## config.mk

```make
export PLATFORM = sky130hd
export DESIGN_NAME = store_queue
export DESIGN_NICKNAME = d
export VERILOG_FILES = /design/src/rtl/store_queue.sv
export SDC_FILE = /design/constraint.sdc
export NUM_CORES = 1
export LEC_CHECK = 0
export ABC_AREA = 0
export BUFFER_PORTS_ARGS = -buffer_cell sky130_fd_sc_hd__buf_2
export CAP_MARGIN = 20
export CORE_ASPECT_RATIO = 1.2
export CORE_UTILIZATION = 50
export CTS_CLUSTER_DIAMETER = 120
export DETAILED_ROUTE_END_ITERATION = 7
export PLACE_DENSITY_LB_ADDON = 0.12
export SLEW_MARGIN = 30
export SYNTH_ARGS = -nofsm -noshare
export SYNTH_HDL_FRONTEND = slang
export SYNTH_SLANG_ARGS = --single-unit
export TNS_END_PERCENT = 100
```

## constraint.sdc

```tcl
create_clock -name clk -period 7.6 [get_ports clk]
set_input_delay 0.38 -clock clk [delete_from_list [all_inputs] [get_ports clk]]
set_output_delay 0.38 -clock clk [all_outputs]
set_load 0.03 [all_outputs]
```

## src/rtl/store_queue.sv

```systemverilog
// In-order store queue between the ROB and the data-memory write port.
// Allocates at dispatch, fills from the AGU, drains committed stores.
module store_queue #(
  parameter int SQ_ENTRIES    = 8,
  parameter int ROB_ENTRIES   = 16,
  parameter int PIPE_WIDTH    = 2,
  parameter int CPU_ADDR_BITS = 32,
  parameter int N             = SQ_ENTRIES,
  parameter int TAG_W         = $clog2(ROB_ENTRIES)
) (
  input  logic                            clk,
  input  logic                            rst,
  input  logic                            flush,
  input  logic [PIPE_WIDTH-1:0]           sq_alloc_req,
  input  logic [PIPE_WIDTH*TAG_W-1:0]     sq_alloc_rob_tag,
  output logic [PIPE_WIDTH-1:0]           sq_alloc_gnt,
  output logic [PIPE_WIDTH*$clog2(N)-1:0] sq_alloc_idx,
  input  logic                            agu_valid,
  input  logic [$clog2(N)-1:0]            agu_sq_idx,
  input  logic [CPU_ADDR_BITS-1:0]        agu_addr,
  input  logic [31:0]                     agu_data,
  input  logic [1:0]                      agu_size,
  input  logic [PIPE_WIDTH*TAG_W-1:0]     commit_store_ids,
  input  logic [PIPE_WIDTH-1:0]           commit_store_vals,
  output logic                            mem_req_valid,
  output logic [CPU_ADDR_BITS-1:0]        mem_req_addr,
  output logic [31:0]                     mem_req_data,
  output logic [3:0]                      mem_req_be,
  input  logic                            mem_req_ready,
  output logic                            sq_empty,
  output logic                            sq_full
);

  localparam int IW = $clog2(N);
  localparam int PW = IW + 1;
  localparam int AW = CPU_ADDR_BITS - 2;

  logic [N-1:0]       valid_q;
  logic [N-1:0]       cmtd_q;
  logic [N-1:0]       aval_q;
  logic [TAG_W-1:0]   tag_q  [N];
  logic [AW-1:0]      addr_q [N];
  logic [31:0]        data_q [N];
  logic [3:0]         be_q   [N];

  logic [PW-1:0]      head_q;
  logic [PW-1:0]      cmt_q;
  logic [PW-1:0]      tail_q;

  logic [PW-1:0]      count;
  logic [PW-1:0]      free_cnt;
  logic [PW-1:0]      req_cnt;
  logic [PW-1:0]      gnt_cnt;
  logic [PW-1:0]      cmt_cnt;
  logic               can_alloc;
  logic [IW-1:0]      head_idx;
  logic [IW-1:0]      tail_idx;
  logic [IW-1:0]      alloc_slot [PIPE_WIDTH];
  logic [IW-1:0]      cmt_slot   [PIPE_WIDTH];
  logic [N-1:0]       cmt_set;
  logic [3:0]         agu_be;
  logic [31:0]        agu_wdata;
  logic               agu_hit;
  logic               drain;

  function automatic logic [PW-1:0] popc(
    input logic [PIPE_WIDTH-1:0] v,
    input int                    upto
  );
    popc = '0;
    for (int i = 0; i < PIPE_WIDTH; i++)
      if (i < upto && v[i])
        popc = popc + PW'(1);
  endfunction

  assign head_idx = head_q[IW-1:0];
  assign tail_idx = tail_q[IW-1:0];
  assign count    = tail_q - head_q;
  assign sq_empty = (count == '0);
  assign sq_full  = (count == PW'(N));

  // All-or-nothing grant; slots pack densely from tail
  always_comb begin
    req_cnt      = popc(sq_alloc_req, PIPE_WIDTH);
    free_cnt     = PW'(N) - count;
    can_alloc    = rst && !flush && (free_cnt >= req_cnt);
    sq_alloc_gnt = can_alloc ? sq_alloc_req : '0;
    gnt_cnt      = can_alloc ? req_cnt : '0;
    sq_alloc_idx = '0;
    for (int k = 0; k < PIPE_WIDTH; k++) begin
      alloc_slot[k] = tail_idx + IW'(popc(sq_alloc_req, k));
      if (sq_alloc_gnt[k])
        sq_alloc_idx[k*IW +: IW] = alloc_slot[k];
    end
  end

  // In-order commit marks consecutive entries from cmt
  always_comb begin
    cmt_cnt = popc(commit_store_vals, PIPE_WIDTH);
    cmt_set = '0;
    for (int k = 0; k < PIPE_WIDTH; k++) begin
      cmt_slot[k] = cmt_q[IW-1:0] + IW'(popc(commit_store_vals, k));
      if (commit_store_vals[k])
        cmt_set[cmt_slot[k]] = 1'b1;
    end
  end

  // Lane replication and byte enables from size and low address
  always_comb begin
    agu_be    = 4'hF;
    agu_wdata = agu_data;
    unique case (1'b1)
      agu_size == 2'b00: begin
        agu_be    = 4'b0001 << agu_addr[1:0];
        agu_wdata = {4{agu_data[7:0]}};
      end
      agu_size == 2'b01: begin
        agu_be    = 4'b0011 << {agu_addr[1], 1'b0};
        agu_wdata = {2{agu_data[15:0]}};
      end
      default: ;
    endcase
  end

  assign agu_hit       = agu_valid && valid_q[agu_sq_idx];
  assign mem_req_valid = valid_q[head_idx] & cmtd_q[head_idx]
                       & aval_q[head_idx];
  assign mem_req_addr  = mem_req_valid ? {addr_q[head_idx], 2'b00} : '0;
  assign mem_req_data  = mem_req_valid ? data_q[head_idx] : '0;
  assign mem_req_be    = mem_req_valid ? be_q[head_idx] : '0;
  assign drain         = mem_req_valid & mem_req_ready;

  // Pointer update; flush truncates tail back to post-commit cmt
  always_ff @(posedge clk or negedge rst) begin
    if (!rst) begin
      head_q <= '0;
      cmt_q  <= '0;
      tail_q <= '0;
    end else begin
      head_q <= head_q + PW'(drain);
      cmt_q  <= cmt_q + cmt_cnt;
      tail_q <= flush ? (cmt_q + cmt_cnt) : (tail_q + gnt_cnt);
    end
  end

  // Entry state flags; flush drops only still-uncommitted entries
  always_ff @(posedge clk or negedge rst) begin
    if (!rst) begin
      valid_q <= '0;
      cmtd_q  <= '0;
      aval_q  <= '0;
    end else begin
      if (agu_hit)
        aval_q[agu_sq_idx] <= 1'b1;
      cmtd_q <= cmtd_q | cmt_set;
      if (drain) begin
        valid_q[head_idx] <= 1'b0;
        cmtd_q[head_idx]  <= 1'b0;
        aval_q[head_idx]  <= 1'b0;
      end
      for (int k = 0; k < PIPE_WIDTH; k++) begin
        if (sq_alloc_gnt[k]) begin
          valid_q[alloc_slot[k]] <= 1'b1;
          cmtd_q[alloc_slot[k]]  <= 1'b0;
          aval_q[alloc_slot[k]]  <= 1'b0;
        end
      end
      if (flush) begin
        for (int i = 0; i < N; i++)
          if (!(cmtd_q[i] || cmt_set[i]))
            valid_q[i] <= 1'b0;
      end
    end
  end

  // Payload storage; read only while the entry is valid
  always_ff @(posedge clk) begin
    if (agu_hit) begin
      addr_q[agu_sq_idx] <= agu_addr[CPU_ADDR_BITS-1:2];
      data_q[agu_sq_idx] <= agu_wdata;
      be_q[agu_sq_idx]   <= agu_be;
    end
    for (int k = 0; k < PIPE_WIDTH; k++)
      if (sq_alloc_gnt[k])
        tag_q[alloc_slot[k]] <= sq_alloc_rob_tag[k*TAG_W +: TAG_W];
  end

  // Commit order must match allocation order
  always_ff @(posedge clk) begin
    if (rst) begin
      for (int k = 0; k < PIPE_WIDTH; k++)
        if (commit_store_vals[k])
          assert (tag_q[cmt_slot[k]] ==
                  commit_store_ids[k*TAG_W +: TAG_W])
            else $error("store_queue commit tag out of order");
    end
  end

endmodule

```

-- Word-level counts from Yosys, hierarchy flattened
Memory sizes are Yosys's and may differ from the RTL's.
Cells that the tools add are included.
- word-level logic and storage cells: 130
- RAM bits: 528
- register bits: 36
- memories kept: 3
- equal/unequal tests: 2
- reduce and logical (&&, ||, !) cells: 20
- $lt $le $gt $ge: 13
- shifts and indexed selects: 2
- bitwise gates (word level): 18
- add/sub/neg operators: 9
- mux-type cells: 57
- memory list (name ; depth ; width ; read ports ; clocked after memory_dff ; write ports ; RTL line ; source):
    data_q ; 8 ; 32 ; 1 ; 0 ; 1 ; 43 ; logic [31:0] data_q [N];
    addr_q ; 8 ; 30 ; 1 ; 0 ; 1 ; 42 ; logic [AW-1:0] addr_q [N];
    be_q ; 8 ; 4 ; 1 ; 0 ; 1 ; 44 ; logic [3:0] be_q [N];
- operator list (cell ; number):
    $mux W8 ; 13
    $mux W32 ; 2
    $pmux W32 S2 ; 1
    $and A8 B8 Y8 ; 7
    $or A8 B8 Y8 ; 5
    $lt A3 B4 Y1 const B ; 6
    $not A8 Y8 ; 3
    $mux W1 ; 22
    $mux W4 ; 5
    $demux W1 S3 ; 6
    $ge A3 B1 Y1 const B ; 6
    $bmux W1 S3 ; 4
    $logic_and A1 B1 Y1 ; 9
    $add A4 B1 Y4 const B ; 2
    $add A4 B4 Y4 ; 2
    $logic_or A1 B1 Y1 ; 8
    $pmux W4 S2 ; 1
    $add A3 B3 Y3 ; 2
    $mux W3 ; 2
    $add A4 B1 Y4 ; 1
    $eq A4 B4 Y1 const B ; 1
    $ge A4 B4 Y1 ; 1
    $logic_not A4 Y1 ; 1
    $shl A1 B2 Y4 const A ; 1
    8 further kinds ; 10

-- Depth between registers and ports, before layout
Gate-level depths: netlist of the first run.
- word-level depth: 15
- gate-level depth with buffers: 15
- gate-level depth less buffers: 13

-- Worst setup path before layout of the first run
Ideal clock, no wire load.
- kind: input -> register
- start: input agu_sq_idx[0]
- end: memory addr_q[0][0] (netlist name), enable pin
- slack: 1.218 ns
- required time: 7.029 ns
- cell stages on the path: 5
- arrival: 5.811 ns
- cells stage by stage: clkbuf_1 > nor2b_1 > nand2_1 > a311o_1 > nor3_1
- word-level cells in the longest chain between the ends: 5
- ends and longest elaborated chain (element ; RTL line ; source):
    start, declared ; 19 ; input logic [$clog2(N)-1:0] agu_sq_idx,
    $bmux W1 S3 ; 125 ; assign agu_hit = agu_valid && valid_q[agu_sq_idx];
    $mux W1 (implied by the code) ; 125 ;
    $logic_and A1 B1 Y1 ; 125 ;
    $mux W1 ; 178 ; if (agu_hit) begin
    $mux W1 (implied by the code) ; 179 ; addr_q[agu_sq_idx] <= agu_addr[CPU_ADDR_BITS-1:2];
    end, declared ; 42 ;
Parallel ways exist; a longest one is shown, timed or not. The select of a mux whose other input is x is not followed.

-- Worst setup path after layout of the first run
- start: register head_q[2]
- end: output mem_req_data[31]
- word-level cells in the longest chain between the ends: 5
- elaborated cells between the ends (all ways): 10
- ends and longest elaborated chain (element ; RTL line ; source):
    start, declared ; 46 ; logic [PW-1:0] head_q;
    start signal, assigned ; 140 ; head_q <= head_q + PW'(drain);
    $bmux W1 S3 ; 126 ; assign mem_req_valid = valid_q[head_idx] & cmtd_q[head_idx]
    $mux W1 (implied by the code) ; 126 ;
    $and A1 B1 Y1 ; 126 ;
    $and A1 B1 Y1 ; 127 ; & aval_q[head_idx];
    $mux W32 (*) ; 129 ; assign mem_req_data = mem_req_valid ? data_q[head_idx] : '0;
    end, declared ; 27 ; output logic [31:0] mem_req_data,
Every way passes the cells marked *; elsewhere a longest branch is shown, timed or not. The select of a mux whose other input is x is not followed.

==> results.cfg, run 1 <==
[finish]
num-fill-cells = 3302
area_delta_synth_final_pct = 13.8
layout.nets = 1563
drive_gt1_share_pct = 20.1

[floorplanning]
core-area_sq_um = 42900
ioPinCount = 173
die_w_um = 192
die_height_um = 231
die_area_sq_um = 44400
initial_core_util_pct = 50.8
placementRows = 83

[flow_run]
maxCapViolCount = 0

[pwr]
leakage_nw = 8.28
p_per_area_nw_per_um2 = 356
ir_drop_v = 0.000221

[timing]
period_share_pct = 62.4
rsz0062_at_grt = false
finalSetupTns_ns = 0
final-hold-violation-count = 0
tightest_slew_ns = 0.963
max_slew_margin_pct = 35.8
setup_ws_ns = 2.86
finalSetupViolations = 0
timing.fmax_mhz = 211
min_period_ns = 4.74
finClkSkew_ns = 0.0149
final-max-slew-violation-count = 0

[drt]
drcViolationCount = 18
drt_pass1_iterations = 7
dr_total_vias = 12900
post_drt_wl_per_cell_um = 26.4
vias_per_cell = 6.29
antenna_left = 0
drt_iter0_drc = 1062
finalWirelength_um = 53900

[synthesis]
yosys_warnings = 0
synthTopCellsByArea = edfxtp_1 (73%), o22ai_1 (5.0%), dfrtp_1 (4.1%)
synth_edf_count = 528
synth_top_area_cell = edfxtp_1
synth_area_sq_um = 21800
synth_ff_type = edfxtp_1
async_reset_ff_share_pct = 6.38
yosys_register_bits = 564
ys_types = 64
yosysSeqAreaShare_pct = 77.0
syn-instance-count = 1304
postSynthAreaPerCell_sq_um = 16.7
synth_top_area_share_pct = 72.8

[cts]
ctsHtreeMaxLevel = 2
ctsResizeCount = 0
clock_path_buffers = 3
cts-buffers-inserted = 54
root_buffer = clkbuf_16
cts_tree = yes
numClockSinks = 564
clk_pin_slew_worst_paths_ns = 0.06
clkLatencyLatePin_ns = 0.61

[critical_path]
path_class = reg2out
cp-end-kind = primary output
r2r_slack_ns = 3.24
cp.required_ns = 7.22
critPathSlowestCell = dfrtp_1
cp_data_arrival_time_ns = 4.36
start_kind = register
critPathMaxStageDelay_ns = 0.94
critPathMaxFanout = 46
path_cells = mux4_2 -> mux2_2 -> o21ai_2 -> or2_4 -> buf_4 -> nor4_1 -> buf_2

[place]
place_hpwl_um = 28100
portBuffers = 154
pre_cts_ws_ns = 3.29
gp_congestion = 0.832

[global_route]
gr-total-overflow = 0
use_met3_pct = 4.26
use_met2_pct = 40.2
grt_pass1_vias = 12900
track_usage_pct = 24.6
antenna_found_initial = 3
grt_max_degree = 68
grt_pass1_wl_um = 80300
grt.met1_usage_pct = 34.6
busiest_layer = met2

[run_status]
status = finished, violations left
failed_checks = DRC

[hold_path]
hp-class = in2reg
metal layers:
layer  vias to the layer above  routed length (um)
met2                       441               26500
met3                        73                3400
met5                         -                  19
met4                         4                 942
met1                      6596               23100
li1                       5742                   -
power by group:
part           leakage [nW]  internal (mW)  switching, mW  total, mW
combinational          2.30          0.847           1.74       2.58
sequential             5.19           3.56          0.159       3.72
clock                 0.789           1.41           1.12       2.53
final timing paths:
kind                                     start  cells past startpoint                       to
setup / recovery           head_q[2]$_DFF_PN0_                      7         mem_req_data[31]
hold / removal                    agu_addr[27]                      1  addr_q[7][25]$_DFFE_PP_
setup reg to reg           head_q[0]$_DFF_PN0_                     12      tail_q[3]$_DFF_PN0_
hold reg to reg             cmt_q[3]$_DFF_PN0_                      1       cmt_q[3]$_DFF_PN0_
max in group asynchronous                  rst                      3     valid_q[5]$_DFF_PN0_
min in group asynchronous                  rst                      3      head_q[0]$_DFF_PN0_
flip-flops by register name, indices dropped and copies added, names as in the netlist, 8 cells and up:
name	count
data_q	256
addr_q	240
be_q	32
aval_q	8
cmtd_q	8
valid_q	8
cell usage after synthesis (5+ instances only):
| cell | n |
|---|---|
| o22ai_1 | 173 |
| nand2_1 | 36 |
| dfrtp_1 | 36 |
| clkbuf_1 | 46 |
| nor4_1 | 51 |
| and3_1 | 6 |
| o22a_1 | 48 |
| nor2_1 | 40 |
| mux2_2 | 20 |
| o221ai_1 | 47 |
| o32ai_1 | 5 |
| a31o_2 | 6 |
| and4_1 | 7 |
| mux2i_1 | 10 |
| inv_1 | 13 |
| buf_1 | 11 |
| buf_2 | 23 |
| nand3_1 | 12 |
| buf_4 | 8 |
| nor2b_1 | 6 |
| a311oi_1 | 12 |
| a21oi_1 | 15 |
| edfxtp_1 | 528 |
| ha_1 | 18 |
| xnor2_1 | 8 |
| nand2b_1 | 7 |
| or4_1 | 24 |
| o21ai_0 | 13 |
| nor3_1 | 12 |
cells by family (layout without fill, tap and decap cells):
family / Yosys count / in the layout / synth area share, %
AND/OR/NAND/NOR: 219 / 219 / 5.62
other: 1 / 5 / 0.0172
multiplexers: 34 / 34 / 1.91
buffers and inverters: 105 / 290 / 2.11
adder cells (fa/ha/maj): 21 / 21 / 1.31
flip-flops: 564 / 564 / 77.0
XOR/XNOR: 13 / 13 / 0.592
AO/OA/AOI/OAI: 347 / 347 / 11.5
critical path, delay by kind of cell, from the launching register on:
| kind | cells | cell delay (ns) |
|---|---|---|
| compound gates | 1 | 0.21 |
| mux | 2 | 0.90 |
| flops | 1 | 0.94 |
| buf+inv | 2 | 0.95 |
| simple gates | 2 | 0.73 |
layout by cell type, fill, tap and decap left out, drive strengths merged, types with 5 or more instances in the layout:
master  synthesis  routed
nor3           12      12
nand2          36      36
dfrtp          36      36
nand2b          7       7
and3            6       6
o22ai         173     173
a311oi         12      12
nor2           40      40
mux2           20      20
buf            43     175
ha             18      18
nor2b           6       6
inv            16      19
mux2i          10      10
edfxtp        528     528
or4            24      24
nand3          12      12
and4            7       7
a21oi          16      16
o221ai         47      47
clkinv          0      18
a31o            6       6
clkbuf         46      72
nor4           51      51
o32ai           5       5
xnor2           8       8
o22a           48      48
o21ai          14      14
final cells by class:
class	count	area [sq um]	area share, %
inverter	16	60.1	0.242
tap	552	691	2.79
antenna	3	7.51	0.0303
timing repair buffer	176	942	3.80
multi-input combinational	636	4680	18.9
sequential	564	16800	67.6
clock inverter	26	193	0.778
clock buffer	72	1450	5.85
what timing repair did:
action                     in CTS  in global routing
hold endpoints to repair       36                  0
setup endpoints to repair       0                  0
hold buffers                    1                  0
setup buffers                   0                  0
stage by stage:
step / std cells / hold slack [ns] / power, mW / util (%) / instance area (sq um)
after floorplan: 1305 / 0.0844 / 5.56 / - / 21800
after global placement: 1943 / 0.466 / 6.35 / 53.9 / 23100
after detailed placement: 1943 / 0.464 / 6.37 / 53.9 / 23100
after CTS: 2042 / 0.00913 / 8.88 / 57.7 / 24800
after global routing: 2043 / 0.0159 / 9.20 / 57.8 / 24800
final: 2045 / 0.0381 / 8.83 / 57.8 / 24800
Power figures use the tool's default switching activity.
==> run 2: changes to the inputs <==
--- a/config.mk
+++ b/config.mk
@@ -5,7 +5,7 @@
 export SDC_FILE = /design/constraint.sdc
 export NUM_CORES = 1
 export LEC_CHECK = 0
-export ABC_AREA = 0
+export ABC_AREA = 1
 export BUFFER_PORTS_ARGS = -buffer_cell sky130_fd_sc_hd__buf_2
 export CAP_MARGIN = 20
 export CORE_ASPECT_RATIO = 1.2
==> constraint.sdc (replaced) <==
create_clock -name clk -period 4.8 [get_ports clk]
set_input_delay 0.24 -clock clk [delete_from_list [all_inputs] [get_ports clk]]
set_output_delay 0.24 -clock clk [all_outputs]
set_load 0.03 [all_outputs]
==> run 2 against run 1 <==
Effect of this change: the run now ends clean; critical endpoint is now sq_alloc_idx[3]; synthesized cell count rose by 18%; clock power rose by 74%; combinational power rose by 29%; synthesized area rose by 3.5%; first-iteration DRC count rose by 2.9%; via count rose by 8.8%; clock-buffer cell count fell by 3; worst setup slack got worse by 2.3 ns; core utilization rose by 1.8 points; design area rose by 6.2%.
==> results.cfg, run 2 <==
[cts]
cts_tree = yes
numClockSinks = 564
root_buffer = clkbuf_16
ctsResizeCount = 0
post-cts-setup-buffers = 0
cts-buffers-inserted = 56
holdBufCountCts = 40
ctsHtreeMaxLevel = 2
clkLatencyLatePin_ns = 0.62
clock_path_buffers = 3
clk_pin_slew_worst_paths_ns = 0.06

[synthesis]
yosys_warnings = 0
synth_top_area_cell = edfxtp_1
async_reset_ff_share_pct = 6.38
synthTopCellsByArea = edfxtp_1 (70%), dfrtp_1 (4.0%), o22ai_1 (3.9%)
synth_area_sq_um = 22500
postSynthAreaPerCell_sq_um = 14.6
synthTopCellsByCount = edfxtp_1 (528), nand2_1 (164), nor2_1 (147), o22ai_1 (141), inv_1 (74)
synth_ff_type = edfxtp_1
synth_top_area_share_pct = 70.4
yosysSeqAreaShare_pct = 74.4
syn-instance-count = 1539
synth_most_common_cell = edfxtp_1
ys_types = 40
yosys_register_bits = 564
synth_edf_count = 528

[pwr]
comb_power_share_pct = 24.6
p_int_mw = 9.19
leakage_nw = 9.24
pwr-share-seq_pct = 42.8
ir_drop_v = 0.000353
power_frac_clock_pct = 32.6
sw_frac_of_total_pct = 32.2
p_per_area_nw_per_um2 = 515
p_sw_mw = 4.37
power_mw = 13.6

[finish]
regMostFlops = data_q
layout_commonest_cell = edfxtp_1
fin_cells = 2347
largest_reg_flops = 256
final_cell_area_sq_um = 26300
final_cell_mix = edfxtp_1 (528), nand2_1 (162), buf_2 (153)
layout.nets = 1857
drive_gt1_share_pct = 19.4
fin_util_pct = 59.6
top_regs = data_q: 256 flops, addr_q: 240 flops, be_q: 32 flops
area_delta_synth_final_pct = 16.8
num-fill-cells = 3448

[critical_path]
critPathLaunch = head_q[1]$_DFF_PN0_
critPathMaxFanout = 15
start_kind = register
crit_family = adder cells
cp-end-kind = primary output
r2r-start = head_q[1]$_DFF_PN0_
cp.required_ns = 4.56
crit_buf_inv = 1
cp_data_arrival_time_ns = 4.02
critPathMaxStageDelay_ns = 0.89
path_class = reg2out
critPathSlowestCell = dfrtp_1
path_cells = fa_1 -> ha_1 -> ha_1 -> o21ai_0 -> nand2_1 -> a21oi_1 -> nand3_1 -> nand3_1 -> nor2_1 -> buf_2

[drt]
antenna_left = 0
post_drt_wl_per_cell_um = 24.1
drt_iter0_drc = 1093
vias_per_cell = 5.96
finalWirelength_um = 56700
drcViolationCount = 0
dr_total_vias = 14000
drt_pass1_iterations = 6

[timing]
holdWs_ns = 0.0735
final-hold-violation-count = 0
finalSetupTns_ns = 0
timing.fmax_mhz = 235
min_period_ns = 4.26
rsz0062_at_grt = false
max_slew_margin_pct = 36.7
final-max-slew-violation-count = 0
tightest_slew_ns = 0.945
finClkSkew_ns = 0.0275
finalSetupViolations = 0
setup_ws_ns = 0.541
period_share_pct = 88.7

[floorplanning]
die_w_um = 196
die_height_um = 235
ioPinCount = 173
placementRows = 84
core-area_sq_um = 44100
initial_core_util_pct = 51.0
die_area_sq_um = 45900

[place]
placed_area_sq_um = 24100
post-place-cells = 2203
gp_congestion = 0.891
place_hpwl_um = 31800
pre_cts_ws_ns = 1.06
portBuffers = 154

[run_status]
status = completed

[hold_path]
hp-class = in2reg
min_from = commit_store_vals[1]

[global_route]
grt_pass1_vias = 13800
antenna_found_initial = 0
grt_max_degree = 67
track_usage_pct = 24.9
grt_pass1_wl_um = 84600
gr-total-overflow = 0

[flow_run]
maxCapViolCount = 0
run 2: layer usage:
| metal | vias to the layer above | global-route usage (%) | part of all wire (%) |
|---|---|---|---|
| met5 | - | 0 | 0 |
| met4 | 0 | 7.08 | 2.3 |
| met3 | 88 | 4.01 | 5.9 |
| met2 | 473 | 41.6 | 49 |
| met1 | 7086 | 34.1 | 43 |
| li1 | 6338 | - | - |
run 2: area by class of cell:
type / instances / area, sq um / area share (%)
diodes: 1 / 2.50 / 0.00951
clock buffers: 69 / 1490 / 5.67
clock inverters: 34 / 352 / 1.34
inverters: 78 / 300 / 1.14
multi-input cells: 814 / 5210 / 19.8
flip-flops and latches: 564 / 16800 / 63.7
well taps: 559 / 699 / 2.66
repair buffers: 228 / 1500 / 5.72
run 2: worst min-delay path: stages:
cell   delay, ns
buf_2       0.10
ha_1        0.12
ha_1        0.17
run 2: logic make-up after synthesis:
kind of cell	after synthesis	share of synthesized area (%)
AND/OR/NAND/NOR	486	11.8
flip-flops	564	74.4
other	1	0.0166
AO/OA/AOI/OAI	299	9.28
buffers and inverters	162	3.05
XOR/XNOR	6	0.233
adder cells (fa/ha/maj)	21	1.27
run 2: path summary, 6_finish.rpt:
path | slack, ns | end | cells past startpoint
worst min register to register | 0.46 | cmt_q[3]$_DFF_PN0_ | 1
worst max-delay path | 0.54 | sq_alloc_idx[3] | 10
min in group asynchronous | 0.15 | tail_q[3]$_DFF_PN0_ | 2
max in group asynchronous | 4.30 | aval_q[5]$_DFF_PN0_ | 2
worst min-delay path | 0.07 | cmt_q[0]$_DFF_PN0_ | 3
worst max register to register | 1.04 | valid_q[3]$_DFF_PN0_ | 11
run 2: power by group through the flow:
stage	clock, mW	sequential (mW)	combinational [mW]
2_1_floorplan	0	5.84	2.34
5_1_grt	4.65	5.82	3.65
3_5_place_dp	0	5.90	3.33
6_report	4.41	5.80	3.34
3_3_place_gp	0	5.89	3.29
4_1_cts	4.46	5.80	3.36
